$ cat config.mk
export PLATFORM = sky130hd
export DESIGN_NAME = wfg_core_burst
export DESIGN_NICKNAME = d
export VERILOG_FILES = /design/src/rtl/wfg_core_burst.sv
export SDC_FILE = /design/constraint.sdc
export NUM_CORES = 1
export LEC_CHECK = 0
export CAP_MARGIN = 20
export CORE_MARGIN = 10
export CORE_UTILIZATION = 54
export CTS_CLUSTER_SIZE = 24
export DETAILED_ROUTE_END_ITERATION = 8
export GPL_TIMING_DRIVEN = 0
export PLACE_DENSITY_LB_ADDON = 0.08
export SLEW_MARGIN = 20
export SYNTH_ARGS = -nofsm -noshare
export SYNTH_HDL_FRONTEND = slang
export SYNTH_SLANG_ARGS = --single-unit
$ cat constraint.sdc
create_clock -name clk -period 2.7 [get_ports clk]
set_input_delay 0.27 -clock clk [delete_from_list [all_inputs] [get_ports clk]]
set_output_delay 0.27 -clock clk [all_outputs]
set_load 0.05 [all_outputs]
$ cat src/rtl/wfg_core_burst.sv
// Pattern-timing core for the waveform generator.
// Produces the subcycle and sync pulse trains that pace the downstream
// pattern/drive blocks. Runs continuously, or as a burst that stops after
// a programmed number of sync periods and then parks until en_i is cycled.
module wfg_core_burst #(
    parameter int SUB_W   = 16,
    parameter int SYNC_W  = 8,
    parameter int BURST_W = 8
) (
    input  logic               clk,
    input  logic               rst,
    input  logic               en_i,
    input  logic [SUB_W-1:0]   wfg_subcycle_count_i,
    input  logic [SYNC_W-1:0]  wfg_sync_count_i,
    input  logic [BURST_W-1:0] wfg_burst_len_i,
    output logic               wfg_pat_start_o,
    output logic               wfg_pat_subcycle_o,
    output logic               wfg_pat_sync_o,
    output logic [SYNC_W-1:0]  wfg_pat_subcycle_cnt_o,
    output logic [BURST_W-1:0] wfg_pat_sync_cnt_o,
    output logic               wfg_pat_done_o,
    output logic               active_o
);

    typedef enum logic [1:0] {
        IDLE = 2'd0,
        RUN  = 2'd1,
        HOLD = 2'd2
    } state_t;

    state_t state_q, state_d;

    logic [SUB_W-1:0]   sub_cnt_q,  sub_cnt_d;
    logic [SYNC_W-1:0]  s_sh_q,     s_sh_d;
    logic [BURST_W-1:0] b_sh_q,     b_sh_d;
    logic [SYNC_W-1:0]  sub_idx_q,  sub_idx_d;
    logic [BURST_W-1:0] sync_cnt_q, sync_cnt_d;
    logic               start_q,    start_d;

    logic run;
    logic subcycle;
    logic sync;
    logic done;

    // State register; reset forces IDLE so every output drops at once.
    always_ff @(posedge clk or posedge rst) begin
        if (rst) begin
            state_q <= IDLE;
        end else begin
            state_q <= state_d;
        end
    end

    // Next-state logic; dropping en_i always wins over burst completion.
    always_comb begin
        state_d = state_q;
        unique case (state_q)
            IDLE: if (en_i) state_d = RUN;
            RUN: begin
                if (!en_i) begin
                    state_d = IDLE;
                end else if (done) begin
                    state_d = HOLD;
                end
            end
            HOLD: if (!en_i) state_d = IDLE;
            default: state_d = IDLE;
        endcase
    end

    // Output decode; all pulses come from registers only, never from inputs.
    always_comb begin
        run                    = (state_q == RUN);
        subcycle               = run && (sub_cnt_q == '0);
        sync                   = subcycle && (sub_idx_q == s_sh_q);
        done                   = sync && (b_sh_q != '0) &&
                                 (sync_cnt_q == b_sh_q - BURST_W'(1));
        active_o               = run;
        wfg_pat_start_o        = run && start_q;
        wfg_pat_subcycle_o     = subcycle;
        wfg_pat_sync_o         = sync;
        wfg_pat_done_o         = done;
        wfg_pat_subcycle_cnt_o = (state_q == IDLE) ? '0 : sub_idx_q;
        wfg_pat_sync_cnt_o     = (state_q == IDLE) ? '0 : sync_cnt_q;
    end

    // Datapath next-state: counters load on entry to RUN, clear on exit to
    // IDLE, and freeze in HOLD. Period shadows only reload at boundaries so
    // a config change never truncates a period already in flight.
    always_comb begin
        sub_cnt_d  = sub_cnt_q;
        s_sh_d     = s_sh_q;
        b_sh_d     = b_sh_q;
        sub_idx_d  = sub_idx_q;
        sync_cnt_d = sync_cnt_q;
        start_d    = 1'b0;
        unique case (state_q)
            IDLE: begin
                if (en_i) begin
                    sub_cnt_d  = wfg_subcycle_count_i;
                    s_sh_d     = wfg_sync_count_i;
                    b_sh_d     = wfg_burst_len_i;
                    start_d    = 1'b1;
                end else begin
                    sub_cnt_d  = '0;
                    s_sh_d     = '0;
                    b_sh_d     = '0;
                end
                sub_idx_d  = '0;
                sync_cnt_d = '0;
            end
            RUN: begin
                if (!en_i) begin
                    sub_cnt_d  = '0;
                    s_sh_d     = '0;
                    b_sh_d     = '0;
                    sub_idx_d  = '0;
                    sync_cnt_d = '0;
                end else begin
                    sub_cnt_d = subcycle ? wfg_subcycle_count_i
                                         : sub_cnt_q - SUB_W'(1);
                    if (subcycle) begin
                        if (sub_idx_q == s_sh_q) begin
                            sub_idx_d = '0;
                            s_sh_d    = wfg_sync_count_i;
                        end else begin
                            sub_idx_d = sub_idx_q + SYNC_W'(1);
                        end
                    end
                    if (sync && (sync_cnt_q != '1)) begin
                        sync_cnt_d = sync_cnt_q + BURST_W'(1);
                    end
                end
            end
            HOLD: begin
                if (!en_i) begin
                    sub_cnt_d  = '0;
                    s_sh_d     = '0;
                    b_sh_d     = '0;
                    sub_idx_d  = '0;
                    sync_cnt_d = '0;
                end
            end
            default: begin
                sub_cnt_d  = '0;
                s_sh_d     = '0;
                b_sh_d     = '0;
                sub_idx_d  = '0;
                sync_cnt_d = '0;
            end
        endcase
    end

    // Datapath registers.
    always_ff @(posedge clk or posedge rst) begin
        if (rst) begin
            sub_cnt_q  <= '0;
            s_sh_q     <= '0;
            b_sh_q     <= '0;
            sub_idx_q  <= '0;
            sync_cnt_q <= '0;
            start_q    <= 1'b0;
        end else begin
            sub_cnt_q  <= sub_cnt_d;
            s_sh_q     <= s_sh_d;
            b_sh_q     <= b_sh_d;
            sub_idx_q  <= sub_idx_d;
            sync_cnt_q <= sync_cnt_d;
            start_q    <= start_d;
        end
    end

endmodule
# Yosys cells after proc, flatten, opt, wreduce, memory -nomap -nowiden

Cells that the tools add are included.

Bits in latches: 0
Bits in registers: 51
Logic and storage cells: 66
Memories kept: 0
RAM bits: 0
Input port bits: 35
Output and inout bits: 21
ROM bits: 0

Multiplexer cells: 29
Equal/unequal tests: 12
Divide/modulo/power cells: 0
Bitwise operators: 0
$lt $le $gt $ge: 0
$mul: 0
Reductions and logical operators: 14
$add $sub $neg: 4
Shift-type cells: 0

Operators by type and width:

| kind                                                                     | count |
|---|---|
| 8-bit two-way mux                                                        | 13 |
| 16-bit two-way mux                                                       | 4 |
| 16-bit case mux with 3 select lines                                      | 1 |
| 8-bit case mux with 2 select lines                                       | 3 |
| 8-bit case mux with 3 select lines                                       | 1 |
| 8-bit by 1-bit adder with 8-bit output (second input constant)           | 2 |
| 8-bit equality test                                                      | 2 |
| 16-bit zero test                                                         | 1 |
| 16-bit by 1-bit subtractor with 16-bit output (second input constant)    | 1 |
| 3-bit by 2-bit inequality test with 1-bit output (second input constant) | 3 |
| 2-bit two-way mux                                                        | 4 |
| 8-bit inequality test (second input constant)                            | 1 |
| 8-bit nonzero test                                                       | 1 |
| 8-bit by 1-bit subtractor with 8-bit output (second input constant)      | 1 |
| 1-bit logical AND                                                        | 6 |
| 2-bit inequality test (second input constant)                            | 3 |
| 2-bit case mux with 3 select lines                                       | 1 |
| 3-bit AND reduction                                                      | 2 |
| 2-bit AND reduction                                                      | 2 |
| 3-bit inequality test (second input constant)                            | 1 |
| 2-bit by 1-bit equality test with 1-bit output (second input constant)   | 1 |
| 2-bit equality test (second input constant)                              | 1 |
| 2-bit zero test                                                          | 1 |
| 1-bit two-way mux                                                        | 2 |
| 2-bit OR reduction                                                       | 1 |

# Logic depth before layout (Yosys ltp)

Gate-level depths: netlist (run 1).

Word-level depth: 8
Depth in mapped cells: 10
Mapped depth without buffers: 9

# Worst setup path after synthesis (run 1)

No wires, ideal clock.

Kind: register -> register
From: reg state_q[1]
To: reg state_q[1]
Buffers on the path: 0
Arrival time: 2.838 ns
Setup slack: -0.221 ns
Stages on the path, launching flop included: 8
Cells stage by stage: dfrtp_1 > inv_1 > ha_1 > inv_1 > nor2_1 > and4_1 > o211ai_1 > o21ai_0

Longest elaborated chain between the ends: 7
Elaborated cells between the ends (all ways): 12

Ends and longest elaborated chain:

| element                                        | line | RTL |
|---|---|---|
| from (decl)                                    | 31   | `state_t state_q, state_d;` |
| from (signal assigned)                         | 50   | `state_q <= state_d;` |
| 2-bit by 1-bit equality test with 1-bit output | 73   | `run = (state_q == RUN);` |
| named net active_o                             | 22   | `output logic active_o` |
| 1-bit logical AND                              | 74   | `subcycle = run && (sub_cnt_q == '0);` |
| named net wfg_pat_subcycle_o                   | 17   | `output logic wfg_pat_subcycle_o,` |
| 1-bit logical AND                              | 75   | `sync = subcycle && (sub_idx_q == s_sh_q);` |
| 1-bit logical AND (2 in a row)                 | 76   | `done = sync && (b_sh_q != '0) &&` |
| named net wfg_pat_done_o                       | 21   | `output logic wfg_pat_done_o,` |
| 3-bit inequality test (no line)                | -    |  |
| 3-bit AND reduction (no line)                  | -    |  |

The timed path passes the listed nets, and every way through them passes these cells.
A chain may end at the register's enable or synchronous reset.

# Worst setup path after layout (run 1)

From: reg sub_cnt_q[10]
To: out wfg_pat_done_o

Longest elaborated chain between the ends: 5

Ends and longest elaborated chain:

| element                        | line | RTL |
|---|---|---|
| from (decl)                    | 33   | `logic [SUB_W-1:0] sub_cnt_q, sub_cnt_d;` |
| from (signal assigned)         | 164  | `sub_cnt_q <= sub_cnt_d;` |
| 16-bit zero test               | 74   |  |
| 1-bit logical AND              | 74   |  |
| 1-bit logical AND              | 75   |  |
| 1-bit logical AND (2 in a row) | 76   |  |
| to (decl)                      | 21   |  |

No other way between the ends.

==> results of run 1 <==
## worst max-delay path: cells and delay by family, from the launching register on
kind | cells | cell delay (ns)
simple gates | 5 | 1.18
buf+inv | 2 | 0.43
flops | 1 | 0.42
## cells in the mapped netlist, types with 9 or more instances
cell type / n
a21oi_1: 21
a22oi_1: 11
clkbuf_1: 19
dfrtp_1: 51
ha_1: 9
inv_1: 11
nand2_1: 53
nand3_1: 14
nor2_1: 32
nor2b_1: 24
o21ai_0: 38
xnor2_1: 13
xor2_1: 25
## logic make-up after synthesis
logic type | synth area share, %
and+or+nand+nor | 25.9
AOI/OAI and AO/OA | 18.5
DFF | 38.2
muxes | 0.300
buffers and inverters | 3.75
adders and majority gates | 3.37
xor gates and xnor gates | 9.96
## routing by layer
layer	vias up	part of all wire (%)
met3	15	5.3
met2	94	51
li1	1522	-
met1	1532	43
met4	0	1.4
met5	-	0
## metrics by stage
stage               power (mW)  TNS, ns  hold slack (ns)  area (µm²)  setup slack [ns]
floorplan                 2.62        0            0.406        3340            0.0479
global placement          3.04   -0.336            0.489        3990            -0.230
detailed placement        3.11   -0.384            0.499        4010            -0.250
CTS                       3.70        0            0.277        4120           0.00908
global route              4.07  -0.0208            0.291        4150           -0.0208
finish                    3.80        0            0.267        4150            0.0818
## sequential cells by signal, indices dropped and copies added (netlist names)
| register | cells |
|---|---|
| b_sh_q | 8 |
| start_q | 1 |
| state_q | 2 |
| s_sh_q | 8 |
| sub_cnt_q | 16 |
| sub_idx_q | 8 |
| sync_cnt_q | 8 |
## power groups by stage
| stage | logic (mW) | clock network [mW] | registers (mW) |
|---|---|---|---|
| after detailed placement | 1.93 | 0 | 1.19 |
| final | 2.06 | 0.567 | 1.18 |
| after global routing | 2.27 | 0.596 | 1.20 |
| after global placement | 1.86 | 0 | 1.17 |
| after CTS | 1.96 | 0.570 | 1.17 |
| after floorplan | 1.49 | 0 | 1.13 |
## timing repair
action                     4_1_cts  5_1_grt
resized for setup               32        8
cloned                           0        0
pin swaps                        0        3
setup buffers                    0        2
setup endpoints to repair       19       12
## worst paths after layout
check / start / end / slack (ns)
setup / recovery: sub_cnt_q[10] / wfg_pat_done_o / 0.08
hold / removal: rst / sync_cnt_q[7] / 0.27
setup reg to reg: sub_cnt_q[0] / sub_cnt_q[10] / 0.12
hold reg to reg: s_sh_q[4] / s_sh_q[4] / 0.52
max in group asynchronous: rst / sub_cnt_q[11] / 1.90
min in group clk: wfg_sync_count_i[2] / s_sh_q[2] / 0.49
## final cells by class
class / count / area, µm²
multi-input combinational: 312 / 1970
fill: 533 / 1810
sequential: 51 / 1280
timing repair buffer: 58 / 562
tap: 75 / 93.8
buffer: 20 / 83.8
clock buffer: 5 / 68.8
clock inverter: 3 / 47.5
inverter: 11 / 41.3
==> run_results.csv, run 1 <==
group,metric,value,unit
outcome,status,"complete, no violations",
final_layout,fin_nets,503,
logic_synthesis,synth-async-reset-ratio,100,%
clock_tree,cts_sinks,51,
sta,setup_violations,0,
routing,drt_iter0_drc,126,
clock_tree,htreeDepth,2,
routing,via_per_inst,5.91,
clock_tree,cts_inserted_buffers,5,
logic_synthesis,ys_top_cells_by_area,"dfrtp_1 38%, xor2_1 6.6%, nand2_1 6.0%",
global_routing,antenna_found_initial,0,
final_layout,layout-drive-gt1-share,7.39,%
clock_tree,clk_latency,0.32,ns
power_and_ir_drop,p_int,2.05,mW
critical_path,critPathArrivalTime,2.35,ns
critical_path,start_kind,"register",
floorplanning,core_region_area,5960,µm²
final_layout,final_common_cell,"nand2_1",
power_and_ir_drop,switching_share,46.1,%
place,io_buffers,55,
power_and_ir_drop,power.leakage,1.82,nW
critical_path,reg2reg_depth,9,
power_and_ir_drop,ir_drop,0.635,mV
global_routing,grt_overflow,0,
floorplanning,initial_utilization,56.1,%
final_layout,area_growth,24.2,%
worst_hold_path,hold_path_class,"in2async",
logic_synthesis,synth_cell_types,48,
clock_tree,ctsHoldBuffers,0,
floorplanning,die_h,98.7,µm
power_and_ir_drop,p_per_area,916,nW/µm²
global_routing,use_met3,3.98,%
logic_synthesis,ys_ff_latch,51,
critical_path,cpMaxStageDelayCell,"or3_4",
place,hpwl,6.73,mm
final_layout,final_cells,535,
run,cap_violations,0,
routing,first_pass_iters,5,
logic_synthesis,synth_top_area_cell,"dfrtp_1",
logic_synthesis,synthCells,395,
clock_tree,cts_tree,"built",
critical_path,max_stage_delay,0.43,ns
power_and_ir_drop,pwr-share-clk,14.9,%
logic_synthesis,synth_top_area_share,38.2,%
logic_synthesis,yosysWarnings,0,
global_routing,grt_first_pass_wirelength,15.3,mm
clock_tree,cts.path.max_buffers,2,
critical_path,cp-end-kind,"output port",
routing,vias,3163,
power_and_ir_drop,p_comb_share,54.1,%
floorplanning,die-area,9730,µm²
final_layout,utilization,69.6,%
sta,fin_skew,0.00636,ns
clock_tree,cts-root-buf,"clkbuf_8",
place,dp_cells,526,
place,gp_congestion,0.876,
global_routing,busiest_layer,"met2",
sta,period_share,97.0,%
logic_synthesis,synth_nets,439,
logic_synthesis,synthFlopType,"dfrtp_1",
floorplanning,die_w,98.7,µm
routing,drtAntennaViolNets,0,
critical_path,crit_fanout,5,
logic_synthesis,syn_area_per_cell,8.46,µm²
critical_path,crit_type,"reg2out",
sta,max_freq,382,MHz
routing,wire_per_inst,17.0,µm
logic_synthesis,synth_enable_flop_cells,0,
sta,maxSlewViolCount,0,
power_and_ir_drop,net-switching-power,1.75,mW
floorplanning,std_cell_rows,28,
logic_synthesis,seq_area_frac_synth,38.2,%
critical_path,worstPathRequired,2.43,ns
global_routing,track_usage,18.4,%
global_routing,grt_use_met2,31.6,%
global_routing,grt_pass1_vias,3219,
final_layout,n_antenna_cell,0,
sta,worstMarginPinSlew,0.691,ns
final_layout,mostFrequentLayoutCells,"52 x nand2_1, 50 x dfrtp_1, 38 x o21ai_0",
power_and_ir_drop,seq_power_share,31.0,%
sta,hold_viol_final,0,
global_routing,grt_max_degree,34,
global_routing,gr-usage-met1,22.2,%
logic_synthesis,syn_area,3340,µm²
sta,min_period,2.62,ns
routing,drt-total-wl,9.09,mm
floorplanning,pin_count,56,
clock_tree,clk_pin_slew,0.10,ns
critical_path,crit_chain,"or3_4 > nor4_4 > buf_4 > nand3_1 > nor2_4 > and4_1 > clkbuf_4",
sta,slew_headroom,53.8,%
routing,drc_errors,0,
(Power assumes the default switching activity.)
==> inputs of run 2 (changes only) <==
--- a/config.mk
+++ b/config.mk
@@ -11,7 +11,7 @@
 export CTS_CLUSTER_SIZE = 24
 export DETAILED_ROUTE_END_ITERATION = 8
 export GPL_TIMING_DRIVEN = 0
-export PLACE_DENSITY_LB_ADDON = 0.08
+export PLACE_DENSITY = 0.89
 export SLEW_MARGIN = 20
 export SYNTH_ARGS = -nofsm -noshare
 export SYNTH_HDL_FRONTEND = slang
==> run 2 against run 1 <==
Effect of this change: clock power shrank 22%; largest power group unchanged; first-iteration DRC count is 53% higher; sequential power barely moved; combinational power hardly changed.
==> run_results.csv, run 2 (synthesis results as in run 1) <==
group,metric,value,unit
final_layout,n_antenna_cell,0,
clock_tree,clk_pin_slew,0.10,ns
routing,drc_errors,0,
run,cap_violations,0,
sta,slew_headroom,54.0,%
final_layout,final_cells,536,
sta,hold_viol_final,0,
final_layout,final_common_cell,"nand2_1",
place,dp_cells,526,
clock_tree,cts_sinks,51,
sta,grt_setup_unrepaired,"true",
worst_hold_path,hold_path_class,"in2async",
sta,setup_violations,0,
clock_tree,clk_latency,0.31,ns
sta,worstMarginPinSlew,0.683,ns
clock_tree,cts.path.max_buffers,2,
routing,wire_per_inst,16.8,µm
final_layout,n_fill_cell,469,
global_routing,grt_first_pass_wirelength,15.2,mm
clock_tree,cts-root-buf,"clkbuf_8",
place,io_buffers,55,
floorplanning,die_h,98.7,µm
global_routing,grt_overflow,0,
floorplanning,std_cell_rows,28,
final_layout,area_growth,23.6,%
power_and_ir_drop,seq_power_share,31.7,%
critical_path,cpMaxStageDelayCell,"dfrtp_1",
floorplanning,die-area,9730,µm²
power_and_ir_drop,ir_drop,0.617,mV
routing,first_pass_iters,5,
critical_path,critPathArrivalTime,2.33,ns
routing,drt-total-wl,8.99,mm
routing,via_per_inst,5.91,
power_and_ir_drop,switching_share,46.3,%
critical_path,max_stage_delay,0.48,ns
critical_path,crit_chain,"or3_4 > nor4_4 > nand3_1 > nor2_2 > and4_1 > clkbuf_4",
power_and_ir_drop,pwr-share-clk,11.9,%
power_and_ir_drop,p_int,1.99,mW
final_layout,largest_reg_flops,16,
critical_path,worst-path-buf-inv,1,
sta,period_share,96.2,%
critical_path,cp-end-kind,"output port",
routing,vias,3168,
sta,max_freq,385,MHz
clock_tree,htreeDepth,2,
global_routing,grt_max_degree,32,
routing,drt_iter0_drc,193,
final_layout,layout-drive-gt1-share,7.59,%
clock_tree,cts_tree,"built",
clock_tree,cts_inserted_buffers,5,
routing,drtAntennaViolNets,0,
global_routing,grt_pass1_vias,3185,
outcome,status,"complete, no violations",
power_and_ir_drop,p_per_area,899,nW/µm²
floorplanning,core_region_area,5960,µm²
global_routing,track_usage,18.4,%
sta,fin_skew,0.0113,ns
critical_path,crit_fanout,6,
critical_path,crit_type,"reg2out",
global_routing,antenna_found_initial,0,
floorplanning,die_w,98.7,µm
power_and_ir_drop,net-switching-power,1.72,mW
sta,min_period,2.60,ns
critical_path,worstPathRequired,2.43,ns
final_layout,mostFrequentLayoutCells,"52 x nand2_1, 50 x dfrtp_1, 38 x o21ai_0",
place,gp_congestion,0.897,
sta,setup_tns,0,ns
power_and_ir_drop,p_comb_share,56.4,%
final_layout,top_register,"sub_cnt_q",
floorplanning,initial_utilization,56.1,%
sta,maxSlewViolCount,0,
final_layout,fin_nets,504,
critical_path,critPathTopFamily,"simple AND/OR/NAND/NOR gates",
floorplanning,pin_count,56,
critical_path,start_kind,"register",
power_and_ir_drop,power.leakage,1.82,nW
place,hpwl,6.70,mm
run 2: cell types whose count changed in the layout (fill, tap and decap cells not counted), sizes merged:
cell           change
clkbuf             +2
inv                -1
clkinvlp           +1
clkdlybuf4s15      -1
buf                +1
bufinv             -1
run 2: path summary, 6_finish.rpt:
kind | start | to | slack (ns) | depth (start not counted)
worst max-delay path | sub_cnt_q[9] | wfg_pat_done_o | 0.10 | 6
worst min-delay path | rst | sub_idx_q[7] | 0.30 | 2
worst max register to register | sub_cnt_q[9] | sync_cnt_q[5] | 0.14 | 6
worst min register to register | s_sh_q[3] | s_sh_q[3] | 0.51 | 2
max in group asynchronous | rst | sub_cnt_q[4] | 1.85 | 3
min in group clk | wfg_sync_count_i[3] | s_sh_q[3] | 0.50 | 3
run 2: cell type report:
| class | instances | area, µm² | share of cell area (%) |
|---|---|---|---|
| Multi-Input combinational cell | 312 | 1970 | 47.8 |
| Clock buffer | 6 | 72.6 | 1.76 |
| Tap cell | 75 | 93.8 | 2.27 |
| Sequential cell | 51 | 1280 | 30.9 |
| Inverter | 11 | 41.3 | 1.00 |
| Buffer | 21 | 88.8 | 2.15 |
| Clock inverter | 2 | 12.5 | 0.303 |
| Timing Repair Buffer | 58 | 568 | 13.8 |
run 2: power by group through the flow:
| stage | registers [mW] | clock network [mW] | logic, mW |
|---|---|---|---|
| floorplan | 1.13 | 0 | 1.49 |
| global placement | 1.17 | 0 | 1.84 |
| detailed placement | 1.18 | 0 | 1.90 |
| CTS | 1.17 | 0.447 | 1.94 |
| global route | 1.20 | 0.486 | 2.31 |
| finish | 1.18 | 0.442 | 2.09 |
run 2: per-layer routing:
layer,GRT usage [%],vias to the layer above,share of wire (%)
met5,0,-,0
met4,7.28,0,2.2
met3,4.33,20,6.5
met2,31.6,116,50
met1,21.7,1503,41
li1,-,1529,-
run 2: what timing repair did:
item | in CTS | in global routing
buffers inserted | 0 | 2
gates resized for setup | 31 | 13
hold endpoints to repair | 0 | 0
pin swaps | 0 | 1
endpoints found under the setup margin | 19 | 10
hold buffers | 0 | 0
run 2: through the flow:
stage | setup WS [ns] | power (mW) | utilization, % | hold WS, ns | area [µm²]
floorplan | 0.0479 | 2.62 | - | 0.406 | 3340
global placement | -0.193 | 3.01 | 67.0 | 0.491 | 3990
detailed placement | -0.290 | 3.08 | 67.3 | 0.491 | 4010
CTS | -0.0103 | 3.55 | 68.8 | 0.314 | 4100
global route | -0.0192 | 3.99 | 69.3 | 0.332 | 4130
finish | 0.104 | 3.71 | 69.3 | 0.296 | 4130
==> inputs of run 3 (changes only) <==
--- a/config.mk
+++ b/config.mk
@@ -10,6 +10,7 @@
 export CORE_UTILIZATION = 54
 export CTS_CLUSTER_SIZE = 24
 export DETAILED_ROUTE_END_ITERATION = 8
+export GPL_ROUTABILITY_DRIVEN = 0
 export GPL_TIMING_DRIVEN = 0
 export PLACE_DENSITY = 0.89
 export SLEW_MARGIN = 20
==> results of run 3 <==
Same layout as run 2: the final DEF is identical, and so are final timing and power.
